### src/rtl/mem_port_arbiter.sv
// Arbitrates one unified memory port between instruction fetch and data access,
// with per-width store formatting, load extraction and an access timeout.
module mem_port_arbiter #(
    parameter int unsigned TIMEOUT = 16,
    parameter int unsigned CW      = 8
) (
    input  logic        clk,
    input  logic        reset,
    input  logic        if_req,
    input  logic [31:0] if_addr,
    output logic        if_done,
    output logic [31:0] if_rdata,
    output logic        if_err,
    input  logic        d_req,
    input  logic        d_we,
    input  logic [31:0] d_addr,
    input  logic [31:0] d_wdata,
    input  logic [2:0]  d_width,
    output logic        d_done,
    output logic [31:0] d_rdata,
    output logic        d_err,
    output logic        stall_if,
    output logic        stall_mem,
    output logic        mem_req,
    output logic        mem_we,
    output logic [31:0] mem_addr,
    output logic [31:0] mem_wdata,
    output logic [3:0]  mem_wstrb,
    input  logic        mem_ack,
    input  logic [31:0] mem_rdata
);

    typedef enum logic [1:0] {StIdle, StAcc, StResp} stateT;

    stateT         state;
    logic [CW-1:0] cnt;
    logic          lastData;   // 1 when the most recent grant went to the data port
    logic          grantData;
    logic [2:0]    width;
    logic [1:0]    offset;

    logic          pickData;
    logic          widthOk;
    logic          dMisaligned;
    logic [3:0]    fmtStrb;
    logic [31:0]   fmtData;
    logic [7:0]    selByte;
    logic [15:0]   selHalf;
    logic [31:0]   loadData;

    assign stall_if  = if_req & ~if_done;
    assign stall_mem = d_req & ~d_done;

    // Data wins a tie unless it also won the previous grant.
    assign pickData = d_req & (~if_req | ~lastData);

    always_comb begin
        widthOk     = 1'b0;
        dMisaligned = 1'b0;
        fmtStrb     = 4'b0000;
        fmtData     = d_wdata;
        case (d_width)
            3'b000, 3'b001, 3'b010, 3'b100, 3'b101: widthOk = 1'b1;
            default:                                widthOk = 1'b0;
        endcase
        case (d_width[1:0])
            2'b00: begin
                fmtStrb = 4'b0001 << d_addr[1:0];
                fmtData = {4{d_wdata[7:0]}};
            end
            2'b01: begin
                dMisaligned = d_addr[0];
                fmtStrb     = 4'b0011 << d_addr[1:0];
                fmtData     = {2{d_wdata[15:0]}};
            end
            2'b10: begin
                dMisaligned = |d_addr[1:0];
                fmtStrb     = 4'b1111;
            end
            default: ;
        endcase
    end

    always_comb begin
        case (offset)
            2'd0:    selByte = mem_rdata[7:0];
            2'd1:    selByte = mem_rdata[15:8];
            2'd2:    selByte = mem_rdata[23:16];
            default: selByte = mem_rdata[31:24];
        endcase
        selHalf = offset[1] ? mem_rdata[31:16] : mem_rdata[15:0];
        case (width)
            3'b000:  loadData = {{24{selByte[7]}}, selByte};
            3'b001:  loadData = {{16{selHalf[15]}}, selHalf};
            3'b100:  loadData = {24'd0, selByte};
            3'b101:  loadData = {16'd0, selHalf};
            default: loadData = mem_rdata;
        endcase
    end

    always_ff @(posedge clk) begin
        if (reset) begin
            state     <= StIdle;
            cnt       <= '0;
            lastData  <= 1'b0;
            grantData <= 1'b0;
            width     <= 3'b000;
            offset    <= 2'b00;
            if_done   <= 1'b0;
            if_rdata  <= '0;
            if_err    <= 1'b0;
            d_done    <= 1'b0;
            d_rdata   <= '0;
            d_err     <= 1'b0;
            mem_req   <= 1'b0;
            mem_we    <= 1'b0;
            mem_addr  <= '0;
            mem_wdata <= '0;
            mem_wstrb <= 4'b0000;
        end else begin
            // Response outputs live for the single RESP cycle only.
            if_done  <= 1'b0;
            if_rdata <= '0;
            if_err   <= 1'b0;
            d_done   <= 1'b0;
            d_rdata  <= '0;
            d_err    <= 1'b0;
            case (state)
                StIdle: begin
                    if (d_req || if_req) begin
                        grantData <= pickData;
                        cnt       <= '0;
                        if (pickData) begin
                            width  <= d_width;
                            offset <= d_addr[1:0];
                            if (!widthOk || dMisaligned) begin
                                state  <= StResp;
                                d_done <= 1'b1;
                                d_err  <= 1'b1;
                            end else begin
                                state     <= StAcc;
                                mem_req   <= 1'b1;
                                mem_we    <= d_we;
                                mem_addr  <= {d_addr[31:2], 2'b00};
                                mem_wdata <= d_we ? fmtData : '0;
                                mem_wstrb <= d_we ? fmtStrb : 4'b0000;
                            end
                        end else if (|if_addr[1:0]) begin
                            state   <= StResp;
                            if_done <= 1'b1;
                            if_err  <= 1'b1;
                        end else begin
                            state     <= StAcc;
                            mem_req   <= 1'b1;
                            mem_we    <= 1'b0;
                            mem_addr  <= {if_addr[31:2], 2'b00};
                            mem_wdata <= '0;
                            mem_wstrb <= 4'b0000;
                        end
                    end
                end
                StAcc: begin
                    if (mem_ack || cnt == CW'(TIMEOUT - 1)) begin
                        state     <= StResp;
                        mem_req   <= 1'b0;
                        mem_we    <= 1'b0;
                        mem_wstrb <= 4'b0000;
                        if (grantData) begin
                            d_done  <= 1'b1;
                            d_err   <= ~mem_ack;
                            d_rdata <= (mem_ack && !mem_we) ? loadData : '0;
                        end else begin
                            if_done  <= 1'b1;
                            if_err   <= ~mem_ack;
                            if_rdata <= mem_ack ? mem_rdata : '0;
                        end
                    end else begin
                        cnt <= cnt + CW'(1);
                    end
                end
                StResp: begin
                    lastData <= grantData;
                    state    <= StIdle;
                end
                default: state <= StIdle;
            endcase
        end
    end

endmodule

### config.mk
export PLATFORM = sky130hd
export DESIGN_NAME = mem_port_arbiter
export DESIGN_NICKNAME = d
export VERILOG_FILES = /design/src/rtl/mem_port_arbiter.sv
export SDC_FILE = /design/constraint.sdc
export NUM_CORES = 1
export LEC_CHECK = 0
export CAP_MARGIN = 5
export CORE_UTILIZATION = 46
export DETAILED_ROUTE_END_ITERATION = 12
export PLACE_DENSITY = 0.86
export SLEW_MARGIN = 20
export SYNTH_ARGS = -nofsm -noshare
export SYNTH_HDL_FRONTEND = slang
export SYNTH_SLANG_ARGS = --single-unit
export TNS_END_PERCENT = 100
### constraint.sdc
create_clock -name clk -period 8.3 [get_ports clk]
set_clock_uncertainty 0.15 [all_clocks]
set_input_delay 1.66 -clock clk [delete_from_list [all_inputs] [get_ports clk]]
set_output_delay 1.66 -clock clk [all_outputs]
set_load 0.05 [all_outputs]
Yosys cells after proc, flatten, opt, wreduce, memory -nomap -nowiden --
Cells that the tools add are included.
Cells by class: add/subtract/negate cells 1, equality and inequality tests 21, shift operators 2, mux-type cells 59, bitwise operators 13, reduce and logical (&&, ||, !) cells 23
Operators by type and width (number):
- $mux 32 | 7
- $pmux 32 s4 | 1
- $pmux 32 s2 | 1
- $mux 1 | 24
- $mux 4 | 6
- $pmux 8 s3 | 1
- $mux 16 | 1
- $mux 8 | 2
- $pmux 8 s2 | 1
- $reduce_or 5->1 | 3
- $pmux 1 s2 | 7
- $eq 3x3->1 const B | 4
- $pmux 4 s3 | 1
- $mux 2 | 5
- $ne 2x2->1 const B | 5
- $not 1->1 | 9
- $add 8x1->8 const B | 1
- $eq 8x4->1 const B | 1
- $pmux 4 s2 | 1
- $eq 2x1->1 const B | 3
- $eq 2x2->1 const B | 3
- $eq 3x1->1 const B | 2
- $logic_not 2->1 | 3
- $logic_not 3->1 | 2
- other kinds (16) | 25
Word-level totals: bits in registers 155, input bits 137, output and inout bits 140, logic and storage cells 136

Longest topological paths before layout --
depth in word-level cells 9, depth in mapped cells 11, mapped depth without buffers 7

Worst setup path after synthesis --
Ideal clock, no wire load.
path type input -> output, start input port if_req, end output port stall_if, arrival time 2.367 ns, setup slack 4.123 ns, stages on the path 1, buffers on the path 0, cells stage by stage nor2b_1
Between the ends: longest elaborated chain between the ends 1
RTL lines:
- start, declared | RTL line 9 | input logic if_req,
- $and 1x1->1 | RTL line 51 | assign stall_if = if_req & ~if_done;
- end, declared | RTL line 22 | output logic stall_if,
No other way between the ends.

Final worst setup path --
Same ends and word-level chain as after synthesis.

==> metrics.md <==
| Metric | Value |
|---|---|
| Post-synthesis xor/xnor area fraction | `0.816%` |
| Seq cells post-synth | `approximately 150` |
| Worst setup EP type | `primary output` |
| Die height | `~120 µm` |
| Placer Congestion | `roughly 0.87` |
| Cell area after layout | `roughly 0.0099 mm²` |
| Post-cts repair resize count | `0` |
| Largest net degree at the start of global routing | `slightly above 80` |
| Initial DRC count | `between 500 and 600` |
| Nets | `1104` |
| Total track usage | `between 20 and 30%` |
| Cell Area, Placed | `between 0.009 and 0.01 mm²` |
| Commonest non-fill, non-tap cells in the layout | `clkdlybuf4s50_1, dfxtp_1, a21oi_1, nand2_1, o21ai_0` |
| Simple-gate share of the synthesized area | `between 15 and 20%` |
| Setup_tns | `0 ns` |
| Most common cell after layout, fill and taps aside | `clkdlybuf4s50_1` |
| Core ar. | `around 0.013 mm²` |
| Fin crit share | `approximately three fifths` |
| Hold Path Stages | `2` |
| Routed via count | `~6500` |
| FP Rows | `42` |
| Relative slew slack | `36.6%` |
| R2r startpoint | `lastData` |
| Layout Area Growth over Synthesis | `53.1%` |
| Largest family of logic cells by synthesized area | `compound AO/OA/AOI/OAI gates` |
| GRT overflow | `0` |
| Seq/Total Area, Yosys | `between 40% and 50%` |
| Synth unique cells | `53` |
| Status | `complete, no violations` |
| Unrepaired setup endpoints after global routing | `false` |
| Max Slew Vio Count | `0` |
| Detailed Route WL | `between 20000 and 25000 µm` |
| Placement Setup Slack | `around 2.6 ns` |
| CTS clk-pin slew, worst paths | `0.06 ns` |
| Die ar. | `between 0.01 and 0.015 mm²` |
| Final hold vios | `0` |
| HP Start | `mem_wdata[2]` |
| Final worst slack | `around 3.3 ns` |
| EDFF count, synth | `0` |
| Mux cell area share after synthesis | `roughly 7.9%` |
| MaxCap Viol Count | `0` |
| Cts-stage hold buffer count | `0` |
| Initial Utilization | `between 40% and 50%` |
| Crit-path max FO | `4` |
| Most used DFF post-synth | `dfxtp_1` |
| Pwr dens | `around 210 mW/mm²` |
| Reg-to-reg setup timing slack | `between 5 and 6 ns` |
| Hold worst-path end | `mem_wdata[2]` |
| Syn_area_per_cell | `between 8 and 9 µm²` |
| Worst Hold Slack | `about 0.33 ns` |
| Post-CTS Repair Setup Buffers | `0` |
| Total power draw | `2.06 mW` |
| First-pass GRT wire length | `approximately 32000 µm` |
| Crit path DAT | `approximately 3.2 ns` |
| Critical path type | `in2out` |
| Number of I/O pins | `277` |
| Critical path launch point type | `input pin` |
| Hold Path Class | `reg2reg` |
| Buffers on Ports | `274` |
| CTS Buffer Depth | `2` |
| CTS root buffer | `clkbuf_16` |
| Worst-margin pin slew | `0.950 ns` |
| Netlist Area Pre-Place | `around 0.0064 mm²` |
| Worst skew pair latency | `around 0.42 ns` |
| Max Fclk | `between 0.15 and 0.2 GHz` |
| Final Non-Filler Cells | `around 1200` |
| CP Data Required Time | `6.49 ns` |
| Synth warn | `0` |
| Synth Area in Compound Gates | `about a fifth` |
| Vias in the first global route | `6129` |
| Worst R2R Path Depth | `6` |
| Share of layout cells above drive strength 1 | `under 10%` |
| Overall die width | `between 100 and 150 µm` |
| Synth Area in Adders | `less than 1%` |
| Ys async rst share | `0%` |
| # DRC | `0` |
| Placed Cells | `approximately 1100` |
| Post-route ant nets | `0` |
| HPWL Detailed | `between 10000 and 15000 µm` |
| Final core occ | `about three quarters` |
| Pre-antenna DRT Iters | `5` |
| Post-Syn Instances | `a little over 700` |
| Minimum clock period | `5.01 ns` |
| Via density | `5.63` |
| H-tree depth | `4` |
| WL/cell | `between 15 and 20 µm` |
| R2r endpoint | `mem_wdata[15]` |
| Worst vdd ir | `152 µV` |
| TritonCTS clock tree | `built` |
| Final setup violation count | `0` |
| Initial antenna violation count | `2` |
| Leakage | `between 3 and 4 nW` |
| Cts bufs inserted | `17` |
| Clock Sinks | `around 150` |
==> final cells by class <==
type	count	area (µm²)
sequential	153	3060
fill	1017	3600
clock inverter	11	194
clock buffer	20	447
timing repair buffer	280	2800
inverter	12	45.0
multi-input combinational	498	3080
tap	176	220
antenna	2	5.00
==> critical path, stage by stage <==
cell and delay, ns:
clkdlybuf4s50_1 0.58, nor2b_1 0.16, clkdlybuf4s50_1 0.80
==> layer usage <==
| metal | global-route usage (%) | up-vias | part of all wire, % |
|---|---|---|---|
| met5 | 0 | - | 0 |
| li1 | - | 3052 | - |
| met1 | 32.6 | 3030 | 37 |
| met4 | 16.7 | 0 | 4.5 |
| met2 | 48.0 | 343 | 49 |
| met3 | 7.83 | 60 | 8.7 |
==> power breakdown <==
part	switching, mW	internal, mW
sequential	0.0259	0.764
clock	0.304	0.541
combinational	0.259	0.164
==> sequential cells by signal (all words and copies together) (netlist names) <==
| register | cells |
|---|---|
| grantData | 1 |
| d_rdata | 32 |
| mem_we | 1 |
| if_err | 1 |
| mem_addr | 30 |
| if_rdata | 32 |
| lastData | 1 |
| offset | 2 |
| width | 3 |
| state | 2 |
| mem_wdata | 32 |
| cnt | 8 |
| d_err | 1 |
| mem_wstrb | 4 |
| if_done | 1 |
| mem_req | 1 |
| d_done | 1 |
==> synthesized netlist by cell type (all sizes together), types with 3 or more instances <==
cell	n	area (µm²)
nand2b	4	25.0
inv	12	45.0
clkbuf	41	154
mux2	10	113
nor3	15	75.1
nor2	39	146
nor2b	11	68.8
a211oi	30	225
xnor2	3	26.3
o21a	3	22.5
nand2	72	270
or4	17	128
a21boi	3	22.5
mux2i	37	370
o31ai	3	22.5
dfxtp	153	3060
and2	28	175
buf	22	126
o21ai	60	304
a31oi	3	48.8
a21oi	94	470
xor2	3	26.3
nand3	4	20.0
ha	5	62.6
a221o	7	70.1
a221oi	8	70.1
nand4	16	100
==> logic make-up after synthesis <==
| kind of cell | after synthesis |
|---|---|
| simple gates | 218 |
| xor+xnor | 6 |
| mux | 48 |
| flops | 153 |
| buf+inv | 75 |
| fa+ha+maj | 5 |
| compound gates | 219 |
| other cells | 1 |
==> worst max path at each step <==
| stage | endpoint | from | cells after the start | slack, ns |
|---|---|---|---|---|
| after floorplan | stall_if | if_req | 1 | 4.12 |
| after global placement | mem_addr[23] | d_width[1] | 8 | 2.79 |
| after detailed placement | mem_addr[15] | d_width[1] | 8 | 2.62 |
| after CTS | mem_addr[4] | d_width[1] | 8 | 3.02 |
| after global routing | stall_if | if_req | 3 | 3.23 |
| final | stall_if | if_req | 3 | 3.29 |
(Power assumes the default switching activity.)
